**config.mk**
```make
export PLATFORM = sky130hd
export DESIGN_NAME = alu_seq_ctrl
export DESIGN_NICKNAME = d
export VERILOG_FILES = /design/src/rtl/alu_seq_ctrl_pkg.sv /design/src/rtl/alu_seq_ctrl.sv
export SDC_FILE = /design/constraint.sdc
export NUM_CORES = 1
export LEC_CHECK = 0
export CAP_MARGIN = 20
export CORE_ASPECT_RATIO = 0.9
export CORE_MARGIN = 4
export CORE_UTILIZATION = 46
export CTS_CLUSTER_DIAMETER = 30
export CTS_CLUSTER_SIZE = 16
export DETAILED_ROUTE_END_ITERATION = 8
export DONT_BUFFER_PORTS = 1
export SLEW_MARGIN = 20
export SYNTH_ARGS = -nofsm -noshare
export SYNTH_HDL_FRONTEND = slang
export SYNTH_SLANG_ARGS = --single-unit
```
**constraint.sdc**
```tcl
create_clock -name clk -period 3.6 [get_ports clk]
set_input_delay 0.9 -clock clk [delete_from_list [all_inputs] [get_ports clk]]
set_output_delay 0.9 -clock clk [all_outputs]
set_load 0.1 [all_outputs]
```
**src/rtl/alu_seq_ctrl_pkg.sv**
```systemverilog
`default_nettype none
// +--------------------------------------------------------------------------+
// | Module   : alu_seq_ctrl_pkg                                               |
// | Desc     : ALU op codes, sequencer command/state encodings, MUL constants |
// | Revision : 1.0                                                            |
// +--------------------------------------------------------------------------+
package alu_seq_ctrl_pkg;

  typedef enum logic [2:0] {
    ALU_ADD = 3'd0,
    ALU_SUB = 3'd1,
    ALU_AND = 3'd2,
    ALU_OR  = 3'd3,
    ALU_XOR = 3'd4,
    ALU_GTR = 3'd5,
    ALU_SRL = 3'd6,
    ALU_SLL = 3'd7
  } ALU_Ops;

  typedef enum logic {
    SEQ_SINGLE = 1'b0,
    SEQ_MUL    = 1'b1
  } SeqCmd;

  typedef enum logic [2:0] {
    S_IDLE  = 3'd0,
    S_SGL   = 3'd1,
    S_ADD   = 3'd2,
    S_CARRY = 3'd3,
    S_SHHI  = 3'd4,
    S_SHLO  = 3'd5,
    S_DONE  = 3'd6
  } SeqState;

  localparam int MUL_ITERS = 8;

endpackage
`default_nettype wire

```
**src/rtl/alu_seq_ctrl.sv**
```systemverilog
`default_nettype none
// +--------------------------------------------------------------------------+
// | Module   : alu_seq_ctrl                                                   |
// | Desc     : Multi-cycle sequencer driving the shared ALU: single op or     |
// |            8x8 shift-add multiply. Option: ALU_SEQ_ZERO_SKIP_EN.          |
// | Revision : 1.0                                                            |
// +--------------------------------------------------------------------------+
module alu_seq_ctrl
  import alu_seq_ctrl_pkg::*;
(
  input  logic       clk,
  input  logic       reset,
  input  logic       start,
  input  logic       cmd,
  input  logic [2:0] single_op,
  input  logic [7:0] opa,
  input  logic [7:0] opb,
  output logic [2:0] alu_op,
  output logic [7:0] alu_reg,
  output logic [7:0] alu_acc,
  input  logic [7:0] alu_rslt,
  input  logic       alu_zero,
  output logic       busy,
  output logic       done,
  output logic [7:0] rslt_hi,
  output logic [7:0] rslt_lo,
  output logic       zero_flag
);

  SeqState    r_state;
  SeqState    w_next;
  SeqCmd      w_cmd;
  logic       w_skip;
  logic       w_last;
  logic [7:0] w_lo_next;

  logic [7:0] r_mcand;
  logic [7:0] r_lo;
  logic [7:0] r_hi;
  logic [7:0] r_tmp;
  logic [3:0] r_cnt;
  logic       r_c;
  logic       r_hb;
  logic [7:0] r_rslt_hi;
  logic [7:0] r_rslt_lo;
  logic       r_zero;

  assign w_cmd     = SeqCmd'(cmd);
  assign w_last    = (r_cnt == 4'(MUL_ITERS - 1));
  assign w_lo_next = {r_hb, alu_rslt[6:0]};

`ifdef ALU_SEQ_ZERO_SKIP_EN
  assign w_skip = (w_cmd == SEQ_MUL) && ((opa == 8'd0) || (opb == 8'd0));
`else
  assign w_skip = 1'b0;
`endif

  always_ff @(posedge clk or posedge reset) begin
    if (reset) r_state <= S_IDLE;
    else       r_state <= w_next;
  end

  always_comb begin
    w_next  = r_state;
    alu_op  = ALU_ADD;
    alu_reg = 8'd0;
    alu_acc = 8'd0;
    case (r_state)
      S_IDLE: begin
        if (start) begin
          if (w_skip)                  w_next = S_DONE;
          else if (w_cmd == SEQ_SINGLE) w_next = S_SGL;
          else if (opb[0])             w_next = S_ADD;
          else                         w_next = S_SHHI;
        end
      end
      S_SGL: begin
        alu_op  = single_op;
        alu_reg = r_lo;
        alu_acc = r_mcand;
        w_next  = S_DONE;
      end
      S_ADD: begin
        alu_op  = ALU_ADD;
        alu_reg = r_hi;
        alu_acc = r_mcand;
        w_next  = S_CARRY;
      end
      S_CARRY: begin
        // Carry out of hi+mcand is exactly "old hi > wrapped sum".
        alu_op  = ALU_GTR;
        alu_reg = r_hi;
        alu_acc = r_tmp;
        w_next  = S_SHHI;
      end
      S_SHHI: begin
        alu_op  = ALU_SRL;
        alu_reg = 8'd1;
        alu_acc = r_hi;
        w_next  = S_SHLO;
      end
      S_SHLO: begin
        alu_op  = ALU_SRL;
        alu_reg = 8'd1;
        alu_acc = r_lo;
        if (w_last)           w_next = S_DONE;
        else if (alu_rslt[0]) w_next = S_ADD;
        else                  w_next = S_SHHI;
      end
      S_DONE:  w_next = S_IDLE;
      default: w_next = S_IDLE;
    endcase
  end

  // Result registers load on the edge entering DONE so they are valid with done.
  always_ff @(posedge clk or posedge reset) begin
    if (reset) begin
      r_mcand   <= 8'd0;
      r_lo      <= 8'd0;
      r_hi      <= 8'd0;
      r_tmp     <= 8'd0;
      r_cnt     <= 4'd0;
      r_c       <= 1'b0;
      r_hb      <= 1'b0;
      r_rslt_hi <= 8'd0;
      r_rslt_lo <= 8'd0;
      r_zero    <= 1'b0;
    end else begin
      case (r_state)
        S_IDLE: begin
          if (start) begin
            r_mcand <= opa;
            r_lo    <= opb;
            r_hi    <= 8'd0;
            r_cnt   <= 4'd0;
            r_c     <= 1'b0;
            if (w_skip) begin
              r_rslt_hi <= 8'd0;
              r_rslt_lo <= 8'd0;
              r_zero    <= 1'b0;
            end
          end
        end
        S_SGL: begin
          r_rslt_lo <= alu_rslt;
          r_rslt_hi <= 8'd0;
          r_zero    <= alu_zero;
        end
        S_ADD: r_tmp <= alu_rslt;
        S_CARRY: begin
          r_c  <= alu_rslt[0];
          r_hi <= r_tmp;
        end
        S_SHHI: begin
          r_hi <= {r_c, alu_rslt[6:0]};
          r_hb <= r_hi[0];
          r_c  <= 1'b0;
        end
        S_SHLO: begin
          r_lo  <= w_lo_next;
          r_cnt <= r_cnt + 4'd1;
          if (w_last) begin
            r_rslt_hi <= r_hi;
            r_rslt_lo <= w_lo_next;
            r_zero    <= 1'b0;
          end
        end
        default: ;
      endcase
    end
  end

  assign busy      = (r_state != S_IDLE);
  assign done      = (r_state == S_DONE);
  assign rslt_hi   = r_rslt_hi;
  assign rslt_lo   = r_rslt_lo;
  assign zero_flag = r_zero;

endmodule
`default_nettype wire
```
Yosys cells after proc, flatten, opt, wreduce, memory -nomap -nowiden

Cells that the tools add are included.

Register bits: 58
Input bits: 32
Output and inout bits: 38

Add/subtract/negate cells: 1
Equal/unequal tests: 9
Muxes and demuxes: 23
Reductions and logical operators: 12

Operators with widths:

| kind                                          | number |
|---|---|
| one-hot mux 8 bit (2 select lines)            | 3 |
| one-hot mux 8 bit (3 select lines)            | 2 |
| two-way mux 8 bit                             | 4 |
| one-hot mux 8 bit (4 select lines)            | 1 |
| one-hot mux 3 bit (6 select lines)            | 1 |
| two-way mux 3 bit                             | 5 |
| == test 3 bit, second input constant          | 3 |
| one-hot mux 3 bit (3 select lines)            | 1 |
| one-hot mux 4 bit (2 select lines)            | 1 |
| AND reduction 2 bit                           | 4 |
| == test 3 x 2 -> 1 bit, second input constant | 2 |
| nonzero test 3 bit                            | 2 |
| OR reduction 2 bit                            | 3 |
| adder 4 x 1 -> 4 bit, second input constant   | 1 |
| == test 4 x 3 -> 1 bit, second input constant | 1 |
| two-way mux 4 bit                             | 1 |
| != test 2 bit, second input constant          | 2 |
| nonzero test 2 bit                            | 2 |
| == test 3 x 1 -> 1 bit, second input constant | 1 |
| logical NOT 3 bit                             | 1 |
| one-hot mux 1 bit (3 select lines)            | 1 |
| two-way mux 1 bit                             | 2 |
| one-hot mux 1 bit (2 select lines)            | 1 |

Depth between registers and ports, before layout

Gate-level depths: netlist (run 1).

Depth after elaboration: 4
Gate-level depth with buffers: 5
Gate-level depth less buffers: 4

Worst setup path after synthesis (run 1)

OpenSTA, ideal clock, no wires.

Path type: register to output
From: register r_state[2]
To: output alu_op[2]
Data arrival time: 2.634 ns
Data required time: 2.700 ns
Setup slack: 0.066 ns
Stages on the path, launching flop included: 5
Path through: dfrtp_1 buf_2 buf_2 buf_1 mux2i_1

Longest elaborated chain between the ends: 3
Elaborated cells between the ends (all ways): 6
Classes of those cells: 4 x eq/ne; 1 x mux; 1 x reduce/logical

Ends and longest elaborated chain:

| item                                   | line               | text |
|---|---|---|
| start, declared                        | alu_seq_ctrl.sv:30 | `SeqState r_state;` |
| start signal, assigned                 | alu_seq_ctrl.sv:60 | `else r_state <= w_next;` |
| == test 3 bit                          | alu_seq_ctrl.sv:68 | `case (r_state)` |
| OR reduction 2 bit (no source line)    | --                 |  |
| one-hot mux 3 bit (3 select lines) (*) | alu_seq_ctrl.sv:68 |  |
| end, declared                          | alu_seq_ctrl.sv:18 | `output logic [2:0] alu_op,` |

Mark *: on every way between the ends. The rest lies on a longest branch, timed or not.

Worst setup path after layout (run 1)

From: register r_state[0]
To: output alu_op[0]

The elaborated chain is that of the path after synthesis.

==> flow_results.org, run 1 <==
** Global routing
- The layer flagged by global routing as most heavily used is met1.
- Entering global routing, the biggest net connects 37 pins.
- Met2 usage in global routing :: 0.2727
- For met1 alone, demand over resource in global routing was 0.2828.
- Via count of the first global-routing pass :: 2175
- Initial antenna violation count :: 0
- For this run, global-route usage on met3 was measured as 0.05142.
- Summed over all layers, the global routing overflow is 0.
- The first global-routing pass estimated 11640 um of wire.
- In the global route stage, overall resource usage came out at 0.1894.

** Logic synthesis
- Post-synthesis async set-or-reset flop share :: 1.000
- After synthesis the cells add up to 3029 um2.
- Primary FF master, synth :: sky130_fd_sc_hd__dfrtp_1
- Flop and latch count out of synthesis :: 58
- The netlist uses 44 different library cells.
- The synthesized design contains 0 enable-type register cells.
- Area fraction of the dominant cell type after synthesis :: 0.4791
- Synthesized netlist cell count :: 272
- Of the synthesized area, sequential elements account for 0.4791.
- The largest total area in the synthesized netlist belongs to sky130_fd_sc_hd__dfrtp_1.
- In this run the mean area of a mapped cell was 11.14 um2.
- Top cells by area, synth :: sky130_fd_sc_hd__dfrtp_1 (48%), sky130_fd_sc_hd__mux2_2 (10%), sky130_fd_sc_hd__mux2i_1 (7.3%)
- During synthesis, Yosys emitted a total of 0 warnings.
- Mapped Nets :: 305

** Drt
- The routed layout has 2112 vias.
- The final layout contains routed wiring with a total length of 7260 um.
- For this run, design rule violations remaining after detail routing come to 0.
- Final ANT Viol Nets :: 0
- The pre-antenna-repair detailed-routing pass consisted of 4 iterations.
- Wire length per cell :: 19.11 um
- Using the TritonRoute via totals, the vias-per-cell ratio works out to 5.558.
- Detailed router's first-iteration violation count :: 114

** Finish
- Synthesis-to-layout area growth :: 21.15%
- Share of cells above drive strength 1 :: 0.3515
- Final antenna diode count :: 0
- Nets :: 321

** Job
- The tool flagged a number of max-cap violations equal to 0.

** Worst setup path
- The number of buffers and inverters on the critical path is 1.
- The worst register-to-register path begins at r_state[1].
- In this run the worst setup path begins at r_state[0].
- Crit path required time :: 2700 ps
- Maximum fanout along the worst path :: 20
- Slowest cell delay on critical path :: 820 ps
- The critical path in this run is classified as register to output port.
- For the worst setup path, the data arrival time is 2320 ps.
- Nature of the critical path endpoint :: output port
- The kind of cell with the highest combined delay along the critical path is flip-flops.
- Cells along the critical path :: and3b_1 > o21bai_2 > buf_4
- Cell with the largest stage delay on the worst path :: sky130_fd_sc_hd__dfrtp_1
- STA classifies the critical path startpoint as a register.

** Clock tree
- The clock drives 58 sinks.
- TritonCTS built the clock tree.
- Longest Clk Path Bufs :: 2
- Hold_buf cts :: 0
- PostCTS Resize Cnt :: 0
- Buffers inserted during clock tree synthesis total 9.
- After clock tree synthesis, the clock-pin slew on the worst setup and hold paths is 60 ps.
- Count of H-tree levels built during CTS :: 3
- Buffer count from post-CTS setup fixing :: 0
- The clock reaches the later pin of the worst-skew pair after 330 ps.
- CTS Root Cell :: sky130_fd_sc_hd__clkbuf_8

** Status
- Result of the run :: finished, final reports clean

** Timing
- Pin slew with the least headroom to its limit :: 906.8 ps
- Setup violations remaining at the end of the flow were counted as 0.
- The final number of max-transition violations is 0.
- The number of hold violations in the final report is 0.
- Highest clock frequency the design can meet :: 310.5 MHz
- Setup clock skew after layout :: 6.719 ps
- In the finished design, the share of the clock period the worst path needs comes to 0.8947.
- Total negative slack :: 0 ps
- The worst path in the final design needs a cycle of 3221 ps, including I/O delays and setup.
- Unrepaired setup endpoints after global routing :: no
- Max transition margin :: 0.3955

** Die
- 70 I/O pins were placed.
- Measured along the y axis, the die boundary spans 84.99 um.
- The region available for standard cell placement spans 6250 um2.
- Die Outline Area :: 7950 um2
- Core Rows :: 27
- Initial cell density of the core :: 0.4847
- The floorplan step set the die width to 93.54 um.

** Place
- HPWL after detailed placement :: 5348 um
- PortBufs :: 0
- Final Wtd Congestion :: 0.8274

** Worst hold path
- Path class of the lowest-slack min-delay path :: register to register
- The startpoint identified for the worst hold timing path is r_cnt[3].
## sequential cells by signal, indices dropped and copies added, names as in the netlist
name / flops
r_hi: 8
r_lo: 8
r_mcand: 8
r_tmp: 8
rslt_hi: 8
rslt_lo: 8
r_cnt: 4
r_state: 3
r_c: 1
r_hb: 1
zero_flag: 1
## layer usage
metal	up-vias	part of all wire
met3	4	0.063
met2	78	0.43
met1	1013	0.50
met4	0	0.0047
li1	1017	-
met5	-	0
## cells in the mapped netlist (5+ instances only)
cell,number
sky130_fd_sc_hd__a21o_1,8
sky130_fd_sc_hd__a22o_1,9
sky130_fd_sc_hd__nand2b_1,8
sky130_fd_sc_hd__nor2_1,5
sky130_fd_sc_hd__nand3b_1,9
sky130_fd_sc_hd__mux2_2,28
sky130_fd_sc_hd__dfrtp_1,58
sky130_fd_sc_hd__nand2_1,22
sky130_fd_sc_hd__o22ai_1,10
sky130_fd_sc_hd__o221a_2,5
sky130_fd_sc_hd__buf_2,10
sky130_fd_sc_hd__a22oi_1,8
sky130_fd_sc_hd__inv_1,15
sky130_fd_sc_hd__mux2i_1,22
sky130_fd_sc_hd__a21oi_1,11
## cell families after synthesis
logic type	Yosys count	synth area share
buffers and inverters	36	0.05369
XOR/XNOR	1	0.002892
adder cells (fa/ha/maj)	1	0.004130
flip-flops	58	0.4791
multiplexers	50	0.1768
AND/OR/NAND/NOR	62	0.1272
AO/OA/AOI/OAI	64	0.1561
## layout make-up
type | instances | area, um2
well taps | 87 | 108.9
repair buffers | 26 | 295.3
clock inverters | 3 | 68.82
fillers | 543 | 2580
multi-input cells | 178 | 1510
clock buffers | 13 | 178.9
flip-flops and latches | 58 | 1451
inverters | 15 | 56.30
## per-stage QoR
stage | area, um2 | instances | hold slack (ps) | setup slack, ps | util
global placement | 3422 | 364 | 461.3 | 775.0 | 0.5475
CTS | 3670 | 380 | 474.1 | 364.5 | 0.5872
detailed placement | 3422 | 364 | 465.5 | 734.3 | 0.5475
floorplan | 3029 | 272 | 437.3 | 65.95 | -
global route | 3670 | 380 | 512.9 | 240.0 | 0.5872
finish | 3670 | 380 | 474.0 | 379.0 | 0.5872
## layout by cell type (no fill, tap or decap), types with 2 or more instances in the layout
master	instances
sky130_fd_sc_hd__o22ai_2	9
sky130_fd_sc_hd__a21oi_2	7
sky130_fd_sc_hd__o221a_2	5
sky130_fd_sc_hd__a22oi_1	8
sky130_fd_sc_hd__a22o_1	9
sky130_fd_sc_hd__inv_1	14
sky130_fd_sc_hd__buf_12	8
sky130_fd_sc_hd__mux2_2	28
sky130_fd_sc_hd__a211oi_1	2
sky130_fd_sc_hd__nor2_2	2
sky130_fd_sc_hd__mux2i_1	21
sky130_fd_sc_hd__a21o_1	8
sky130_fd_sc_hd__dfrtp_1	58
sky130_fd_sc_hd__nand2_1	22
sky130_fd_sc_hd__a21oi_1	4
sky130_fd_sc_hd__nor2_1	3
sky130_fd_sc_hd__clkbuf_8	13
sky130_fd_sc_hd__buf_4	18
sky130_fd_sc_hd__nand2b_1	8
sky130_fd_sc_hd__bufinv_16	2
sky130_fd_sc_hd__and3b_1	2
sky130_fd_sc_hd__nand3b_1	9
sky130_fd_sc_hd__nor2b_1	3
sky130_fd_sc_hd__o21ai_0	4
## path summary, 6_finish.rpt
path                                    to  slack (ps)  cells after the start
worst min register to register    r_cnt[3]         470                      1
worst max-delay path             alu_op[0]         380                      3
worst min-delay path              r_cnt[3]         470                      1
min in group asynchronous       rslt_hi[7]         490                      1
max in group asynchronous       rslt_lo[7]        2240                      2
worst max register to register     r_lo[6]        1140                      5
## worst register-to-register path, stage by stage (launching register included)
cell and delay [ps]:
sky130_fd_sc_hd__dfrtp_1 550, sky130_fd_sc_hd__buf_4 310, sky130_fd_sc_hd__nor4b_4 700, sky130_fd_sc_hd__buf_4 340
sky130_fd_sc_hd__nand2b_1 260, sky130_fd_sc_hd__o221a_2 240
Power of run 1 is left out: the tool's default activity adds up to more than one toggle a clock period on the data nets, which glitch-free logic cannot reach.
==> run 2, diff against run 1 <==
- CTS_CLUSTER_DIAMETER: 30 -> 80
==> results of run 2 <==
Final layout, timing and power as in run 1 (identical DEF).
Power of run 2 is left out for the same reason.
